## src/rtl/axi4lite_regfile.sv

```systemverilog
// axi4lite_regfile -- AXI4-Lite slave exposing a bank of writable output
// registers and a bank of read-only input registers.
//
//   aclk, areset          clock, synchronous active-high reset
//   ctrl_ar* / ctrl_r*    read address / read data channels
//   ctrl_aw* / ctrl_w*    write address / write data channels
//   ctrl_b*               write response channel
//   reg_out [NOF_REGOUT]  register contents (byte 4*i)
//   reg_in  [NOF_REGIN]   sampled inputs (byte REGIN_OFFSET+4*j)
//   wr_pulse / rd_pulse   one-cycle strobes per register written / reg_in read
//
// Optional feature: define AXI4LITE_REGFILE_WSTRB_EN to honour ctrl_wstrb
// byte enables on commit; otherwise every commit writes the full word.

// One output register with byte-granular write enables.
module axi4lite_regfile_cell #(
  parameter logic [31:0] RST = '0
) (
  input  logic        aclk,
  input  logic        areset,
  input  logic        we,
  input  logic [3:0]  be,
  input  logic [31:0] d,
  output logic [31:0] q
);
  always_ff @(posedge aclk) begin
    if (areset) q <= RST;
    else if (we)
      for (int b = 0; b < 4; b++)
        if (be[b]) q[8*b +: 8] <= d[8*b +: 8];
  end
endmodule

module axi4lite_regfile #(
  parameter int                            NOF_REGOUT   = 4,
  parameter int                            NOF_REGIN    = 4,
  parameter logic [11:0]                   REGIN_OFFSET = 12'h800,
  parameter logic [NOF_REGOUT-1:0][31:0]   RESET_VALUE  = '0
) (
  input  logic                             aclk,
  input  logic                             areset,
  input  logic                             ctrl_arvalid,
  output logic                             ctrl_arready,
  input  logic [11:0]                      ctrl_araddr,
  output logic                             ctrl_rvalid,
  input  logic                             ctrl_rready,
  output logic [31:0]                      ctrl_rdata,
  output logic [1:0]                       ctrl_rresp,
  input  logic                             ctrl_awvalid,
  output logic                             ctrl_awready,
  input  logic [11:0]                      ctrl_awaddr,
  input  logic                             ctrl_wvalid,
  output logic                             ctrl_wready,
  input  logic [31:0]                      ctrl_wdata,
  input  logic [3:0]                       ctrl_wstrb,
  output logic                             ctrl_bvalid,
  input  logic                             ctrl_bready,
  output logic [1:0]                       ctrl_bresp,
  output logic [NOF_REGOUT-1:0][31:0]      reg_out,
  input  logic [NOF_REGIN-1:0][31:0]       reg_in,
  output logic [NOF_REGOUT-1:0]            wr_pulse,
  output logic [NOF_REGIN-1:0]             rd_pulse
);
  localparam int REGIN_W = int'(REGIN_OFFSET[11:2]);

  // Byte lanes within a word carry no addressing meaning.
  logic unused_addr_lo;
  assign unused_addr_lo = ^{ctrl_araddr[1:0], ctrl_awaddr[1:0]};

  // ---------------- read path ----------------
  logic [9:0]           ar_word;
  logic [31:0]          rd_data_nxt;
  logic [1:0]           rd_resp_nxt;
  logic [NOF_REGIN-1:0] rd_hit;

  assign ar_word      = ctrl_araddr[11:2];
  assign ctrl_arready = !ctrl_rvalid;

  always_comb begin
    rd_data_nxt = '0;
    rd_resp_nxt = 2'b10;
    rd_hit      = '0;
    for (int i = 0; i < NOF_REGOUT; i++)
      if (int'(ar_word) == i) begin
        rd_data_nxt = reg_out[i];
        rd_resp_nxt = 2'b00;
      end
    for (int j = 0; j < NOF_REGIN; j++)
      if (int'(ar_word) == REGIN_W + j) begin
        rd_data_nxt = reg_in[j];
        rd_resp_nxt = 2'b00;
        rd_hit[j]   = 1'b1;
      end
  end

  always_ff @(posedge aclk) begin
    if (areset) begin
      ctrl_rvalid <= 1'b0;
      ctrl_rdata  <= '0;
      ctrl_rresp  <= 2'b00;
      rd_pulse    <= '0;
    end else begin
      rd_pulse <= '0;
      if (ctrl_arvalid && ctrl_arready) begin
        ctrl_rvalid <= 1'b1;
        ctrl_rdata  <= rd_data_nxt;
        ctrl_rresp  <= rd_resp_nxt;
        rd_pulse    <= rd_hit;
      end else if (ctrl_rvalid && ctrl_rready) begin
        ctrl_rvalid <= 1'b0;
      end
    end
  end

  // ---------------- write path ----------------
  // AW and W each park in a one-entry holding register; the pair commits
  // once both are present and the previous response has been taken.
  logic                  aw_full, w_full, commit, wr_map;
  logic [9:0]            aw_word;
  logic [31:0]           w_data;
  logic [3:0]            w_strb, be;
  logic [NOF_REGOUT-1:0] wr_hit;

  assign ctrl_awready = !aw_full;
  assign ctrl_wready  = !w_full;
  assign commit       = aw_full && w_full && !ctrl_bvalid;

  always_comb begin
    wr_hit = '0;
    for (int i = 0; i < NOF_REGOUT; i++)
      if (int'(aw_word) == i) wr_hit[i] = 1'b1;
  end
  assign wr_map = |wr_hit;

`ifdef AXI4LITE_REGFILE_WSTRB_EN
  assign be = w_strb;
`else
  logic unused_strb;
  assign be          = 4'hF;
  assign unused_strb = ^w_strb;
`endif

  always_ff @(posedge aclk) begin
    if (areset) begin
      aw_full     <= 1'b0;
      w_full      <= 1'b0;
      aw_word     <= '0;
      w_data      <= '0;
      w_strb      <= '0;
      ctrl_bvalid <= 1'b0;
      ctrl_bresp  <= 2'b00;
      wr_pulse    <= '0;
    end else begin
      wr_pulse <= '0;
      if (ctrl_awvalid && ctrl_awready) begin
        aw_full <= 1'b1;
        aw_word <= ctrl_awaddr[11:2];
      end
      if (ctrl_wvalid && ctrl_wready) begin
        w_full <= 1'b1;
        w_data <= ctrl_wdata;
        w_strb <= ctrl_wstrb;
      end
      // commit needs both holders full, so it never collides with an accept
      if (commit) begin
        aw_full     <= 1'b0;
        w_full      <= 1'b0;
        ctrl_bvalid <= 1'b1;
        ctrl_bresp  <= wr_map ? 2'b00 : 2'b10;
        wr_pulse    <= wr_hit;
      end else if (ctrl_bvalid && ctrl_bready) begin
        ctrl_bvalid <= 1'b0;
      end
    end
  end

  for (genvar i = 0; i < NOF_REGOUT; i++) begin : g_reg
    axi4lite_regfile_cell #(.RST(RESET_VALUE[i])) u_cell (
      .aclk   (aclk),
      .areset (areset),
      .we     (commit && wr_hit[i]),
      .be     (be),
      .d      (w_data),
      .q      (reg_out[i])
    );
  end
endmodule
```

## config.mk

```make
export PLATFORM = sky130hd
export DESIGN_NAME = axi4lite_regfile
export DESIGN_NICKNAME = d
export VERILOG_FILES = /design/src/rtl/axi4lite_regfile.sv
export SDC_FILE = /design/constraint.sdc
export NUM_CORES = 1
export LEC_CHECK = 0
export ABC_AREA = 1
export BUFFER_PORTS_ARGS = -buffer_cell sky130_fd_sc_hd__buf_2
export CORE_ASPECT_RATIO = 0.5
export CORE_MARGIN = 2
export CORE_UTILIZATION = 43
export CTS_CLUSTER_DIAMETER = 50
export DETAILED_ROUTE_END_ITERATION = 12
export HOLD_SLACK_MARGIN = 0.08
export PLACE_DENSITY = 0.74
export SLEW_MARGIN = 20
export SYNTH_ARGS = -nofsm -noshare
export SYNTH_HDL_FRONTEND = slang
export SYNTH_HIERARCHICAL = 1
export SYNTH_SLANG_ARGS = --single-unit
export TNS_END_PERCENT = 10
```

## constraint.sdc

```tcl
create_clock -name aclk -period 2 [get_ports aclk]
set_input_delay 0.4 -clock aclk [delete_from_list [all_inputs] [get_ports aclk]]
set_output_delay 0.4 -clock aclk [all_outputs]
set_load 0.03 [all_outputs]
```

==> key figures, run 1 <==
Outcome
  – Status: finished clean

Logic synthesis
  – Synth Cell Area: 11300 sq um
  – Sequential area share after synthesis: 38.3%
  – Yosys top cell area share: 38.3%
  – Yosys reg bits: 216
  – Dominant cells by area after synthesis: dfxtp_1 38%, nor2_1 18%, nand2_1 17%, inv_1 10%, o21ai_0 3.7%
  – Syn Area/Cell: 5.89 sq um
  – Synth warn: 6
  – Synth area leader: dfxtp_1
  – Post-Syn Instances: 1917
  – Distinct cells, synth: 32

Hold path
  – Hold path startpoint: ctrl_wdata[15]
  – Worst Hold Class: input port to flip-flop
  – Worst Hold End: w_data[15]
  – Hold path cells: 3

Setup path
  – Worst flop-to-flop path endpoint: g_reg[2].u_cell/q[3]
  – Startpoint types: flip-flop
  – FF-to-FF Start: aw_word[7]
  – Max stage delay on crit path: 340 ps
  – CP dominant cell by count: nor2_1
  – Crit path DAT: 2340 ps
  – R2r setup slk: 100 ps
  – Worst Reg-to-Reg Cells: 9
  – Slowest cell on crit path: dfxtp_1
  – Critical path peak fanout: 16
  – CP top delay family: simple AND/OR/NAND/NOR gates
  – WP buf/inv: 2
  – WP data required: 2440 ps
  – Kind of critical path: flip-flop to flip-flop
  – Crit path cell chain: nor4_4, nand2_1, or2_2, nor2_1, buf_4, nand2_1, buf_4, nor2_1, nor2_1
  – CP Capture Type: flip-flop

Cells and area
  – Fin util: 57.9%
  – Nets: 2501
  – Post-route cell area: 14800 sq um
  – Synthesis-to-layout area growth: 30.8%
  – Most frequent cells in the layout: 546 x nor2_1, 509 x nand2_1, 361 x buf_2, 300 x inv_1, 216 x dfxtp_1
  – Commonest non-fill, non-tap cell in the layout: nor2_1
  – Fillers: 2516
  – Register area: 4320 sq um
  – Ratio of cells with drive above 1 in the final layout: 20.9%
  – Multi-input gate area: 5490 sq um

Route
  – Final ANT Viol Nets: 0
  – First-pass DRT Iterations: 5
  – Drt wl/cell: 15.3 microns
  – WL final: 40.9 mm
  – Via density per instance: 4.67
  – Vias: 12500
  – DRC violations left: 0
  – DR iter-0 viols: 1090

Pwr
  – Peak VDD IR: 0.000603 V
  – Total power divided by cell area: 661 nW/um^2
  – Leakage: 8.52 nW

Clock tree
  – Worst-Skew Late Latency: 550 ps
  – CTS tree: built
  – Worst-path clk slew: 70 ps
  – Sink Count: 216
  – Clock tree buffer depth: 3
  – Clock root cell: clkbuf_16
  – Htree depth: 1
  – Total CTS buffers: 22

Timing
  – Crit path time final: 1900 ps
  – Hold_ws: 87.2 ps
  – Fin Clk Skew: 33.5 ps
  – Max-slew violations: 0
  – Endpoints failing setup: 0
  – Min setup slack post-route: 102 ps
  – Relative slew slack: 27.2%
  – F_max: 0.527 GHz
  – Final worst-path cycle share: 94.9%
  – Final Hold Fails: 0
  – Worst-Margin Slew: 1090 ps

Place
  – IO buf count: 361
  – Post-place setup slack: -41.6 ps
  – Post-DP HPWL: 30.7 mm
  – Placed cell areas: 13800 sq um
  – GPL Wtd Cong: 0.928

Floorplan
  – Die height: 119 microns
  – Core ar.: 25500 sq um
  – Die area: 27700 sq um
  – Chip width: 233 microns
  – # IOs: 372
  – Site Rows: 41
  – Initial core utilization: 44.3%

Global route
  – Largest net degree at the start of global routing: 44
  – Vias in the first global route: 11000
  – GRT Residual Overflow: 0
  – Tot GR Track Use: 28.9%
  – Initial antenna violation count: 6
  – First-pass GRT wire length: 61.9 mm

Run
  – # Max-Cap Violations: 0
## metrics by stage
stage	cells	TNS, ps	power [mW]
CTS	2665	-345	9.79
detailed placement	2608	-406	5.64
global placement	2608	-10.7	5.63
global route	2670	-25.9	10.2
finish	2670	0	9.76
floorplan	1933	0	5.18
## where the power goes
part	switching, mW	leakage (nW)	internal [mW]
Sequential	0.148	1.76	4.44
Clock	1.84	0.362	2.32
Combinational	0.626	6.41	0.395
Total	2.62	8.52	7.15
## cell usage after synthesis
library cell / number
nand2_4: 1
clkbuf_4: 8
and3_1: 1
o21ai_0: 83
nand3_1: 77
buf_1: 7
conb_1: 2
o31ai_1: 1
nor3_1: 5
a21boi_1: 1
clkbuf_2: 3
clkbuf_1: 33
buf_6: 2
inv_1: 301
nand4_1: 1
or2_0: 9
nand2_1: 514
nor2_8: 1
nand3b_1: 29
o21ai_1: 14
dfxtp_1: 216
nor2_1: 550
nor4_1: 1
buf_2: 17
or2_2: 2
nor2_2: 4
nor3_2: 1
nor3_4: 1
buf_4: 20
a21oi_1: 7
nand2_2: 2
inv_2: 3
## worst min-delay path: stages
cell and delay [ps]:
buf_2 70, nor2_1 40, nor2_1 80
## area by class of cell
class	instances	share of cell area (%)
clock inverter	7	0.457
sequential	216	29.3
inverter	304	7.72
antenna	4	0.0678
multi-input combinational	1323	37.1
tap	344	2.91
clock buffer	33	4.48
timing repair buffer	439	17.9
## routing by layer
layer,global-route usage [%],vias to the layer above,share of wire (%)
met5,0,-,0.086
met4,8.52,4,3.0
met3,8.01,76,9.9
met2,41.9,469,42
met1,41.4,5533,45
li1,-,6393,-
## sequential cells by signal, summed over array words and instances (netlist names)
register,cells
g.u_cell/q,128
w_data,32
ctrl_rresp,1
ctrl_rvalid,1
ctrl_rdata,32
ctrl_bvalid,1
aw_word,10
wr_pulse,4
w_full,1
rd_pulse,4
aw_full,1
ctrl_bresp,1
## worst max path at each step
stage / from / to / depth (start not counted)
after global routing: aw_word[7] / g_reg[0].u_cell/q[29] / 10
after floorplan: w_full / g_reg[1].u_cell/q[10] / 10
final: aw_word[7] / g_reg[2].u_cell/q[3] / 9
after CTS: w_full / g_reg[1].u_cell/q[15] / 10
after detailed placement: w_full / g_reg[1].u_cell/q[18] / 10
after global placement: ctrl_araddr[5] / ctrl_rdata[13] / 13
## cells by family after synthesis
| kind of cell | Yosys count | synth area share, % |
|---|---|---|
| AND/OR/NAND/NOR | 1199 | 42.5 |
| flip-flops | 216 | 38.3 |
| AO/OA/AOI/OAI | 106 | 4.74 |
| buffers and inverters | 394 | 14.4 |
| other | 2 | 0.0665 |
## timing repair
action,CTS,global route
endpoints found under the setup margin,26,128
hold buffers,17,0
pin swaps,0,4
cloned,0,0
endpoints found under the hold margin,17,0
setup buffers,0,1
resized for setup,2,13
(Power assumes the default switching activity.)
==> inputs of run 2 (changes only) <==
--- a/config.mk
+++ b/config.mk
@@ -7,7 +7,7 @@
 export LEC_CHECK = 0
 export ABC_AREA = 1
 export BUFFER_PORTS_ARGS = -buffer_cell sky130_fd_sc_hd__buf_2
-export CORE_ASPECT_RATIO = 0.5
+export CORE_ASPECT_RATIO = 0.7
 export CORE_MARGIN = 2
 export CORE_UTILIZATION = 43
 export CTS_CLUSTER_DIAMETER = 50
==> run 2 against run 1 <==
Clock power is 23% higher. Non-clock buffer count up 4. Worst hold slack better by 1.4 ps. Die area shrank 0.21%. Worst setup slack worse by 44 ps.
==> key figures, run 2 (synthesized netlist as in run 1, its figures left out) <==
Outcome
  – Status: finished clean

Floorplan
  – Die area: 27600 sq um (-0.21%)
  – Site Rows: 49 (+20%)
  – Initial core utilization: 43.9% (-0.44 points)
  – # IOs: 372 (unchanged)
  – Die height: 140 microns (+18%)
  – Chip width: 198 microns (-15%)
  – Core ar.: 25700 sq um (+1.0%)

Cells and area
  – Top flop regs: g.u_cell/q: 128 flops, ctrl_rdata: 32 flops, w_data: 32 flops
  – Most frequent cells in the layout: 545 x nor2_1, 512 x nand2_1, 361 x buf_2, 301 x inv_1, 216 x dfxtp_1
  – Nets: 2511 (+0.40%)
  – Commonest non-fill, non-tap cell in the layout: nor2_1
  – Ratio of cells with drive above 1 in the final layout: 21.3% (+0.44 points)
  – Synthesis-to-layout area growth: 32.6%
  – Biggest register: g.u_cell/q
  – Max FFs per register: 128 (unchanged)
  – Fillers: 2499 (-0.68%)

Timing
  – Crit path time final: 1940 ps (+43.9 ps)
  – Unrepaired setup endpoints after global routing: true
  – Endpoints failing setup: 0 (unchanged)
  – Min setup slack post-route: 58.3 ps (-43.9 ps)
  – Hold_ws: 88.7 ps (+1.45 ps)
  – Worst-Margin Slew: 520 ps (-571 ps)
  – Final Hold Fails: 0 (unchanged)
  – Setup TNS: 0 ps (unchanged)
  – Relative slew slack: 65.3% (+38 points)
  – Final worst-path cycle share: 97.1% (+2.2 points)
  – Max-slew violations: 0 (unchanged)
  – Fin Clk Skew: 13.7 ps (-19.8 ps)
  – F_max: 0.515 GHz (-2.3%)

Setup path
  – WP data required: 2480 ps (+40 ps)
  – Crit path DAT: 2420 ps (+80 ps)
  – Slowest cell on crit path: nor4_4
  – Critical path peak fanout: 12 (-4)
  – Crit path cell chain: nor4_4, nand2_1, or2_4, nor2_2, buf_4, nand2_1, buf_4, nand2_1, nand2_1, nor2_1
  – CP Capture Type: flip-flop
  – Startpoint types: flip-flop
  – R2r setup slk: 60 ps (-40 ps)
  – CP dominant cell by count: nand2_1
  – Kind of critical path: flip-flop to flip-flop
  – Max stage delay on crit path: 340 ps (about the same)

Global route
  – GRT Residual Overflow: 0 (unchanged)
  – Tot GR Track Use: 29.8% (+0.93 points)
  – First-pass GRT wire length: 64.1 mm (+3.5%)
  – Initial antenna violation count: 5 (-1)
  – Vias in the first global route: 11500 (+4.3%)
  – Largest net degree at the start of global routing: 41 (-6.8%)

Run
  – # Max-Cap Violations: 0 (unchanged)

Pwr
  – Tot Pwr: 10.7 mW (+9.9%)
  – Total power divided by cell area: 717 nW/um^2 (+8.5%)
  – Leakage: 8.62 nW (+1.2%)
  – Peak VDD IR: 0.000610 V (+1.2%)

Hold path
  – Worst Hold Class: input port to flip-flop

Clock tree
  – Clock root cell: clkbuf_16
  – Htree depth: 1 (unchanged)
  – Total CTS buffers: 28 (+27%)
  – Worst-path clk slew: 60 ps (about the same)
  – Clock tree buffer depth: 3 (unchanged)
  – Worst-Skew Late Latency: 540 ps (about the same)
  – CTS tree: built
  – Sink Count: 216 (unchanged)

Route
  – DR iter-0 viols: 827 (-24%)
  – DRC violations left: 0 (unchanged)
  – Vias: 12800 (+2.9%)
  – First-pass DRT Iterations: 6 (+1)
  – Final ANT Viol Nets: 0 (unchanged)
  – WL final: 42.9 mm (+4.8%)
  – Drt wl/cell: 16.1 microns (+4.9%)
  – Via density per instance: 4.81 (+3.0%)

Place
  – Post-place setup slack: -45.3 ps (-3.63 ps)
  – Post-DP HPWL: 31.7 mm (+3.1%)
  – IO buf count: 361 (unchanged)
  – GPL Wtd Cong: 0.941 (+1.3%)
run 2: changes by cell type in the layout (fill, tap and decap cells not counted), moves of 3 or more:
| cell | before | now |
|---|---|---|
| clkinvlp_4 | 0 | 3 |
| nand2_1 | 509 | 512 |
| clkbuf_16 | 22 | 29 |
| dlygate4sd3_1 | 17 | 14 |
| buf_4 | 43 | 51 |
run 2: final timing paths:
kind | from | end | depth (start not counted)
worst max-delay path | aw_word[7] | g_reg[2].u_cell/q[24] | 10
worst min-delay path | ctrl_wdata[8] | w_data[8] | 3
worst max register to register | aw_word[7] | g_reg[2].u_cell/q[24] | 10
worst min register to register | ctrl_rdata[30] | ctrl_rdata[30] | 2
run 2: area by class of cell:
class	instances	area, sq um	area share (%)
Antenna cell	3	7.51	0.0501
Tap cell	331	414	2.77
Multi-Input combinational cell	1323	5470	36.5
Inverter	304	1140	7.62
Clock buffer	39	823	5.50
Timing Repair Buffer	443	2670	17.8
Sequential cell	216	4320	28.9
Clock inverter	10	124	0.827
run 2: worst max-delay path, delay by kind of cell, from the launching register on:
family	cells	cell delay, ps
DFF	1	330
and+or+nand+nor	8	1190
buffers and inverters	2	370
run 2: stage by stage:
| step | utilization (%) | cells | area, sq um |
|---|---|---|---|
| after CTS | 58.0 | 2665 | 14900 |
| after floorplan | - | 1933 | 11400 |
| after detailed placement | 53.7 | 2602 | 13800 |
| after global placement | 53.7 | 2602 | 13800 |
| after global routing | 58.1 | 2669 | 15000 |
| final | 58.1 | 2669 | 15000 |
run 2: repair_timing:
action | in CTS | in global routing
resized for setup | 3 | 6
setup endpoints to repair | 72 | 122
pin swaps | 0 | 4
hold buffers | 14 | 0
setup buffers | 0 | 1
hold endpoints to repair | 14 | 0
run 2: power breakdown:
group / internal [mW] / total, mW / switching, mW / leakage (nW)
Combinational: 0.391 / 1.04 / 0.644 / 6.41
Clock: 3.13 / 5.12 / 1.99 / 0.458
Sequential: 4.44 / 4.58 / 0.142 / 1.76
run 2: per-layer routing:
layer | global-route usage [%] | wire length (microns)
met1 | 41.7 | 18600
met2 | 46.4 | 18600
met3 | 7.25 | 4710
met4 | 7.00 | 964
met5 | 0 | 22
